## src/rtl/idecode_sb.sv

```systemverilog
// Instruction-decode stage: field split, operand read with writeback forwarding,
// immediate expansion and a per-register reservation scoreboard for RAW/WAW stalls.
module idecode_sb #(
    parameter int WORD  = 32,
    parameter int ADDR  = 32,
    parameter int NREG  = 8,
    parameter int W_RD  = $clog2(NREG),
    parameter int W_OPC = 5,
    parameter int W_IMM = 8,
    parameter logic [2**W_OPC-1:0] WB_MASK    = {(2**W_OPC){1'b0}},
    parameter logic [2**W_OPC-1:0] RDSRC_MASK = {(2**W_OPC){1'b0}},
    parameter logic [2**W_OPC-1:0] SEXT_MASK  = {(2**W_OPC){1'b0}}
) (
    input  logic             clk,
    input  logic             rst,
    input  logic             v_i,
    output logic             stall_o,
    input  logic [WORD-1:0]  inst_i,
    input  logic [ADDR-1:0]  origaddr_i,
    input  logic             flush_i,
    output logic [W_RD-1:0]  rd_name_o,
    output logic [W_RD-1:0]  rs_name_o,
    input  logic [WORD-1:0]  rd_data_i,
    input  logic [WORD-1:0]  rs_data_i,
    input  logic             wb_v_i,
    input  logic [W_RD-1:0]  wb_name_i,
    input  logic [WORD-1:0]  wb_data_i,
    output logic             v_o,
    input  logic             stall_i,
    output logic [WORD-1:0]  src_o,
    output logic [WORD-1:0]  dest_o,
    output logic [W_OPC-1:0] opc_o,
    output logic             wb_o,
    output logic [W_RD-1:0]  wb_rd_name_o,
    output logic [ADDR-1:0]  origaddr_o,
    output logic [15:0]      stall_cnt_o
);

    function automatic logic [NREG-1:0] onehot(input logic [W_RD-1:0] idx);
        logic [NREG-1:0] v;
        v      = {NREG{1'b0}};
        v[idx] = 1'b1;
        return v;
    endfunction

    function automatic logic [WORD-1:0] ext_imm(input logic [W_IMM-1:0] imm,
                                                 input logic sext);
        if (sext) begin
            return {{(WORD-W_IMM){imm[W_IMM-1]}}, imm};
        end else begin
            return {{(WORD-W_IMM){1'b0}}, imm};
        end
    endfunction

    logic [W_OPC-1:0] opc_s;
    logic             immf_s;
    logic [W_RD-1:0]  rd_s;
    logic [W_RD-1:0]  rs_s;
    logic [W_IMM-1:0] imm_s;
    logic             unused_inst_s;

    assign opc_s         = inst_i[WORD-1 -: W_OPC];
    assign immf_s        = inst_i[WORD-1-W_OPC];
    assign rd_s          = inst_i[WORD-2-W_OPC -: W_RD];
    assign rs_s          = inst_i[WORD-2-W_OPC-W_RD -: W_RD];
    assign imm_s         = inst_i[W_IMM-1:0];
    assign unused_inst_s = ^inst_i;

    assign rd_name_o = rd_s;
    assign rs_name_o = rs_s;

    logic [NREG-1:0] res_r;
    logic [NREG-1:0] wb_hit_s;
    logic [NREG-1:0] eff_res_s;
    logic [NREG-1:0] rel_s;
    logic [NREG-1:0] set_s;
    logic [NREG-1:0] res_next_s;
    logic            hazard_s;
    logic            adv_s;
    logic            issue_s;
    logic [WORD-1:0] src_s;
    logic [WORD-1:0] dest_s;

    // A writeback landing this cycle forwards, so it already lifts its reservation.
    assign wb_hit_s  = wb_v_i ? onehot(wb_name_i) : {NREG{1'b0}};
    assign eff_res_s = res_r & ~wb_hit_s;

    // Hazard detection; immediate instructions never look at rs.
    always_comb begin
        hazard_s = 1'b0;
        if (v_i) begin
            hazard_s = (~immf_s & eff_res_s[rs_s])
                     | ((RDSRC_MASK[opc_s] | WB_MASK[opc_s]) & eff_res_s[rd_s]);
        end else begin
            hazard_s = 1'b0;
        end
    end

    assign adv_s   = ~(v_o & stall_i);
    assign issue_s = adv_s & v_i & ~hazard_s & ~flush_i & WB_MASK[opc_s];
    assign stall_o = (v_o & stall_i) | hazard_s;

    // Operand selection with writeback forwarding and immediate expansion.
    always_comb begin
        src_s  = rs_data_i;
        dest_s = rd_data_i;
        if (immf_s) begin
            src_s = ext_imm(imm_s, SEXT_MASK[opc_s]);
        end else if (wb_v_i && (wb_name_i == rs_s)) begin
            src_s = wb_data_i;
        end else begin
            src_s = rs_data_i;
        end
        if (wb_v_i && (wb_name_i == rd_s)) begin
            dest_s = wb_data_i;
        end else begin
            dest_s = rd_data_i;
        end
    end

    // A flushed writer never reaches writeback, so its reservation is returned here.
    assign rel_s      = (flush_i & v_o & wb_o) ? onehot(wb_rd_name_o) : {NREG{1'b0}};
    assign set_s      = issue_s ? onehot(rd_s) : {NREG{1'b0}};
    assign res_next_s = (res_r & ~(wb_hit_s | rel_s)) | set_s;

    // Output register towards EX.
    always_ff @(posedge clk) begin
        if (!rst) begin
            v_o          <= 1'b0;
            src_o        <= {WORD{1'b0}};
            dest_o       <= {WORD{1'b0}};
            opc_o        <= {W_OPC{1'b0}};
            wb_o         <= 1'b0;
            wb_rd_name_o <= {W_RD{1'b0}};
            origaddr_o   <= {ADDR{1'b0}};
        end else if (flush_i) begin
            v_o <= 1'b0;
        end else if (adv_s) begin
            v_o          <= v_i & ~hazard_s;
            src_o        <= src_s;
            dest_o       <= dest_s;
            opc_o        <= opc_s;
            wb_o         <= WB_MASK[opc_s];
            wb_rd_name_o <= rd_s;
            origaddr_o   <= origaddr_i;
        end
    end

    // Reservation scoreboard and saturating hazard-stall counter.
    always_ff @(posedge clk) begin
        if (!rst) begin
            res_r       <= {NREG{1'b0}};
            stall_cnt_o <= 16'h0000;
        end else begin
            res_r <= res_next_s;
            if (hazard_s && (stall_cnt_o != 16'hFFFF)) begin
                stall_cnt_o <= stall_cnt_o + 16'd1;
            end
        end
    end

endmodule

```

## config.mk

```make
export PLATFORM = sky130hd
export DESIGN_NAME = idecode_sb
export DESIGN_NICKNAME = d
export VERILOG_FILES = /design/src/rtl/idecode_sb.sv
export SDC_FILE = /design/constraint.sdc
export NUM_CORES = 1
export LEC_CHECK = 0
export CORE_ASPECT_RATIO = 1.1
export CORE_UTILIZATION = 40
export DETAILED_ROUTE_END_ITERATION = 10
export GPL_TIMING_DRIVEN = 0
export PLACE_DENSITY = 0.85
export SYNTH_ARGS = -nofsm -noshare
export SYNTH_HDL_FRONTEND = slang
export SYNTH_SLANG_ARGS = --single-unit
```

## constraint.sdc

```tcl
create_clock -name clk -period 2.79 [get_ports clk]
set_input_delay 0.558 -clock clk [delete_from_list [all_inputs] [get_ports clk]]
set_output_delay 0.558 -clock clk [all_outputs]
set_load 0.005 [all_outputs]
```

Word-level counts from Yosys, hierarchy flattened
Memory sizes are Yosys's and may differ from the RTL's.
Index checks and enable logic that the tools add are counted.
W data, S select, Z words.
{"block": "classes", "addsub": 1, "n_lt_le_gt_ge": 8, "n_eq_ne": 3, "mux": 19, "bitwise": 23, "reduce_logical": 8}
{"cell": "$mux W32", "n": 4}
{"cell": "$mux W8", "n": 3}
{"cell": "$add A16 B1 Y16 const B", "n": 1}
{"cell": "$and A8 B8 Y8", "n": 2}
{"cell": "$lt A3 B4 Y1 const B", "n": 4}
{"cell": "$ne A16 B16 Y1 const B", "n": 1}
{"cell": "$not A8 Y8", "n": 2}
{"cell": "$or A8 B8 Y8", "n": 2}
{"cell": "$and A1 B1 Y1", "n": 10}
{"cell": "$demux W1 S3", "n": 3}
{"cell": "$ge A3 B1 Y1 const B", "n": 3}
{"cell": "$mux W1", "n": 7}
{"cell": "$bmux W1 S3", "n": 2}
{"cell": "$eq A3 B3 Y1", "n": 2}
{"cell": "$logic_and A1 B1 Y1", "n": 6}
{"cell": "$lt A5 B6 Y1 const B", "n": 1}
{"cell": "$not A1 Y1", "n": 5}
{"cell": "$or A1 B1 Y1", "n": 2}
{"cell": "$reduce_and A2 Y1", "n": 1}
{"cell": "$reduce_or A2 Y1", "n": 1}
{"block": "totals", "reg_bits": 130, "mem_bits_ro": 32, "input_bits": 169, "output_inout_bits": 129, "word_cells": 72, "memories": 1}
{"memory": "(name not given)", "words": 32, "width": 1, "rd": 1, "rd_clocked_by_memory_dff": 0, "write_ports": 0, "line_no": "143", "text": "wb_o <= WB_MASK[opc_s];"}

Depth between registers and ports, before layout
{"block": "logic_depth", "depth_word": 18, "mapped_depth": 7, "depth_no_buf": 6}

Least setup slack after synthesis
Ideal clock, no wire load.
{"block": "synth_path", "path_type": "input to output", "start": "in wb_name_i[0]", "end": "out stall_o", "t_arrival_ns": 1.952, "required_time_ns": 2.232, "path_slack_ns": 0.280, "cell_stages": 7, "path_buffers": 2, "path_cell_list": "buf_4 > or4b_1 > a32oi_1 > mux4_2 > buf_6 > or2_2 > nand2_1"}
{"block": "synth_via", "elab_chain_cells": 13, "elab_cells_between_ends": 17, "cone_classes": "2 x order compare; 8 x mux; 6 x bitwise; 1 x reduce/logical"}
{"element": "start: declaration", "line_no": "26", "text": "input logic [W_RD-1:0] wb_name_i,"}
{"element": "$lt A3 B4 Y1 (not written as such) / $ge A3 B1 Y1 (equally long branches)", "line_no": "42", "text": "v[idx] = 1'b1;"}
{"element": "$logic_and A1 B1 Y1 (not written as such)", "line_no": "42"}
{"element": "$mux W1 (not written as such)", "line_no": "42"}
{"element": "$demux W1 S3 (*)", "line_no": "42"}
{"element": "$mux W8 (*)", "line_no": "85", "text": "assign wb_hit_s = wb_v_i ? onehot(wb_name_i) : {NREG{1'b0}};"}
{"element": "$not A8 Y8 (*)", "line_no": "86", "text": "assign eff_res_s = res_r & ~wb_hit_s;"}
{"element": "$and A8 B8 Y8 (*)", "line_no": "86"}
{"element": "$bmux W1 S3, on equally long branches", "line_no": "92, 93"}
{"element": "$mux W1, on equally long branches", "line_no": "92, 93"}
{"element": "$and A1 B1 Y1, on equally long branches", "line_no": "92, 93"}
{"element": "$or A1 B1 Y1 (*)", "line_no": "93", "text": "| ((RDSRC_MASK[opc_s] | WB_MASK[opc_s]) & eff_res_s[rd_s]);"}
{"element": "$mux W1 (*)", "line_no": "91", "text": "if (v_i) begin"}
{"element": "$or A1 B1 Y1 (*)", "line_no": "101", "text": "assign stall_o = (v_o & stall_i) | hazard_s;"}
{"element": "end: declaration", "line_no": "17", "text": "output logic stall_o,"}
Mark *: on every way between the ends. The rest lies on a longest branch, timed or not. The select of a mux whose other input is x is not followed.

Worst setup path in the final report
{"block": "layout_path", "start": "in wb_name_i[2]", "end": "reg res_r[7]"}
{"block": "layout_via", "elab_chain_cells": 18, "elab_cells_between_ends": 25, "cone_classes": "2 x order compare; 9 x mux; 13 x bitwise; 1 x reduce/logical"}
{"element": "$lt A3 B4 Y1 (not written as such) / $ge A3 B1 Y1 (equally long branches)", "line_no": "42"}
{"element": "$logic_and A1 B1 Y1 (not written as such)", "line_no": "42"}
{"element": "$mux W1 (not written as such)", "line_no": "42"}
{"element": "$demux W1 S3 (*)", "line_no": "42"}
{"element": "$mux W8 (*)", "line_no": "85"}
{"element": "$not A8 Y8", "line_no": "86"}
{"element": "$and A8 B8 Y8", "line_no": "86"}
{"element": "$bmux W1 S3, on equally long branches", "line_no": "92, 93"}
{"element": "$mux W1, on equally long branches", "line_no": "92, 93"}
{"element": "$and A1 B1 Y1, on equally long branches", "line_no": "92, 93"}
{"element": "$or A1 B1 Y1", "line_no": "93"}
{"element": "$mux W1", "line_no": "91"}
{"element": "$not A1 Y1", "line_no": "100", "text": "assign issue_s = adv_s & v_i & ~hazard_s & ~flush_i & WB_MASK[opc_s];"}
{"element": "$and A1 B1 Y1 (3 in a row)", "line_no": "100"}
{"element": "$mux W8", "line_no": "123", "text": "assign set_s = issue_s ? onehot(rd_s) : {NREG{1'b0}};"}
{"element": "$or A8 B8 Y8 (*)", "line_no": "124", "text": "assign res_next_s = (res_r & ~(wb_hit_s | rel_s)) | set_s;"}
{"element": "end signal: assignment", "line_no": "152", "text": "res_r <= {NREG{1'b0}};"}
{"element": "end signal: assignment", "line_no": "155", "text": "res_r <= res_next_s;"}
{"element": "end: declaration", "line_no": "72", "text": "logic [NREG-1:0] res_r;"}
Marked as above.
A chain may end at the register's enable or synchronous reset.

==> run metrics <==
largest family of logic cells by synthesized area simple AND/OR/NAND/NOR gates; root buffer cell clkbuf_16; io pins 298; placed insts 1103; CP Launch Point wb_name_i[2]; P_sw 1.176 mW; kind of critical path input pin to flop; outcome completed; share of cells above drive strength 1 11.23%; number of port buffers 279; Post-Synthesis Cells 636; initial antenna violation count 1; Multi-input gate area 2863 um^2; Compound-Gate Fraction of Synth Area 14.54%; Achievable Freq 368.1 MHz; final core occ 68.67%; crit path to res_r[7]$_SDFF_PN0_; Tot GR Track Use 28.80%; CP Data Arrival Time 3.03 ns; sequential-to-total area share from yosys stat 45.25%; RSZ-0062 raised after global routing false; vias in the first global route 6073; Int Power 3.641 mW; Critical Path RT 3.10 ns; first-pass GRT wire length 31.82 mm; Hold Vio Cnt, Final 0; simple-gate area share of the yosys netlist 19.07%; Max Root-Sink Buffers 2; Post-synth top cells dfxtp_1, nand2_1, nor2_1; Power Total 4.817 mW; worst vdd ir 0.0003610 V; Reg power frac 41.3%; routability cong. 0.9090; post-synth cell types 44; clk slew on worst S/H paths 0.05 ns; reg2reg end stall_cnt_o[2]$_SDFFE_PN0P_; cell with the most instances after synthesis dfxtp_1; largest net degree at the start of global routing 17; area grow syn2layout 66.67%; fin cells 1159; DR vias/cell 5.319; final WL 21.49 mm; synthesized area 5707 um^2; Routed WL per cell 18.54 um; Vias 6165; r2r setup slk 0.51 ns; Layout Skew 0.006093 ns; 1st-iter DRT viols 337; clk_lat worst skew 0.42 ns; initial core utilization 41.20%; period utilization 97.37%; Layout Nets 1130; Clock Power Share 40.9%; Antenna diodes 0; r2r startpoint res_r[1]$_SDFF_PN0_; Critical Path End Type flop; Die Area 14750 um^2; drc violations 0; Post-synth ARST share 0%; combinational share of power 17.8%; drt pass-1 iters 5; Register-to-Register Path Depth 8; remaining antenna violation count 0; top-area cell type share of the netlist area 45.25%; synth top area cells dfxtp_1, mux2i_1, mux2_2; Syn Area/Cell 8.973 um^2; Slew @ Worst Pin 0.8519 ns; Leak Pwr 3.741 nW; Yosys warning total 0; pwr dens 506.5 nW/um^2; Post-Route Setup TNS 0 ns; Setup violations, final 0; min cycle time layout 2.717 ns; FF+latch area 2582 um^2; hpwl dp 15.52 mm; switching share of power 24.42%; startpoint types input pin; cts bufs inserted 17; DIE HEIGHT 127.3 um; Worst slew margin 43.20%; CTS tree built; Synth area leader dfxtp_1; syn_nets 806; max-slew violation count 0; Core Box Area 13850 um^2; Max-Cap Viols 0; gr ovfl total 0; Fillers 1125; Sink Count 129; EDFF count, synth 0; Max H-tree Level 4; Yosys reg bits 129; HP Class flop to flop; top_reg_cell synth dfxtp_1; mux cell area share after synthesis 14.95%; Crit Path Max Fanout 8; adder-cell share of the synthesized area 0.2193%; Die Wd 115.9 um; xor and xnor area share after synthesis 0.9209%; Rows 45
## routing by layer
layer | vias up | global-route usage [%] | part of all wire, %
met5 | - | 0 | 0.051
li1 | 2915 | - | -
met1 | 2860 | 31.62 | 38
met3 | 74 | 9.867 | 8.4
met4 | 2 | 14.33 | 4.3
met2 | 314 | 49.05 | 49
## power groups by stage
stage	Sequential [mW]	Combinational [mW]	Clock (mW)
after floorplan	2.03	0.293	0
after global placement	2.02	0.813	0
after detailed placement	2.02	0.825	0
after CTS	1.99	0.847	1.99
after global routing	2.00	0.919	2.08
final	1.99	0.859	1.97
## cell usage in the layout (no fill, tap or decap), types with 8 or more instances in the layout
cell type,instances
nand4_1,8
buf_4,35
or4_1,8
mux2_2,32
clkdlybuf4s50_1,277
nor2_1,58
a22oi_1,24
nand3_1,13
a211oi_1,33
dfxtp_1,129
o21ai_0,8
clkbuf_1,44
a21oi_1,48
nand2b_1,8
and3_1,10
clkbuf_16,17
mux2i_1,47
nand2_1,96
## cell families (layout without fill, tap and decap cells)
group                    Yosys count  count (layout)
XOR/XNOR                           6               6
other                              1               1
multiplexers                      80              80
flip-flops                       129             129
AND/OR/NAND/NOR                  230             230
adder cells (fa/ha/maj)            1               1
buffers and inverters             61             396
AO/OA/AOI/OAI                    128             128
## critical path, stage by stage
cell and delay [ns]:
buf_12 0.09, nand4_1 0.17, buf_4 0.18, buf_4 0.12, buf_4 0.13, buf_4 0.13, buf_4 0.12, buf_4 0.12
buf_4 0.12, buf_4 0.12, buf_4 0.12, buf_4 0.12, buf_4 0.12, buf_4 0.13, buf_4 0.13, buf_4 0.12
buf_4 0.12, buf_4 0.12, and3_4 0.16
## state kept, by name, indices dropped and copies added, names as in the netlist
register and count:
stall_cnt_o 16, v_o 1, wb_rd_name_o 3, origaddr_o 32, src_o 32, dest_o 32
res_r 8, opc_o 5
## per-stage QoR
stage          instance area (um^2)  setup slack (ns)  hold slack [ns]
6_report                       9512           0.07339           0.4516
5_1_grt                        9512           0.05621           0.4688
4_1_cts                        9450          -0.04291           0.4540
3_5_place_dp                   8735           -0.5169           0.4466
3_3_place_gp                   8735           -0.5219           0.4415
2_1_floorplan                  5707            0.2799           0.4444
## repair_timing
item | in CTS | in global routing
hold buffers | 0 | 0
pin swaps | 1 | 5
endpoints found under the setup margin | 1 | 2
buffers inserted | 21 | 9
resized for setup | 13 | 9
## layout make-up
type                    count  area share, %
plain buffers              59          3.381
clock buffers              25          5.104
clock inverters             5         0.3289
inverters                   1        0.03946
multi-input cells         446          30.10
flip-flops and latches    129          27.15
well taps                 188          2.473
repair buffers            306          31.43
## worst min path at each step
stage,start,cells past startpoint,slack [ns],endpoint
3_3_place_gp,origaddr_o[26]$_SDFFE_PN0P_,2,0.44,origaddr_o[26]$_SDFFE_PN0P_
3_5_place_dp,opc_o[3]$_SDFFE_PN0P_,2,0.45,opc_o[3]$_SDFFE_PN0P_
2_1_floorplan,res_r[0]$_SDFF_PN0_,1,0.44,res_r[0]$_SDFF_PN0_
6_report,opc_o[1]$_SDFFE_PN0P_,2,0.45,opc_o[1]$_SDFFE_PN0P_
4_1_cts,opc_o[3]$_SDFFE_PN0P_,2,0.45,opc_o[3]$_SDFFE_PN0P_
5_1_grt,origaddr_o[20]$_SDFFE_PN0P_,2,0.47,origaddr_o[20]$_SDFFE_PN0P_
Power figures use the tool's default switching activity.
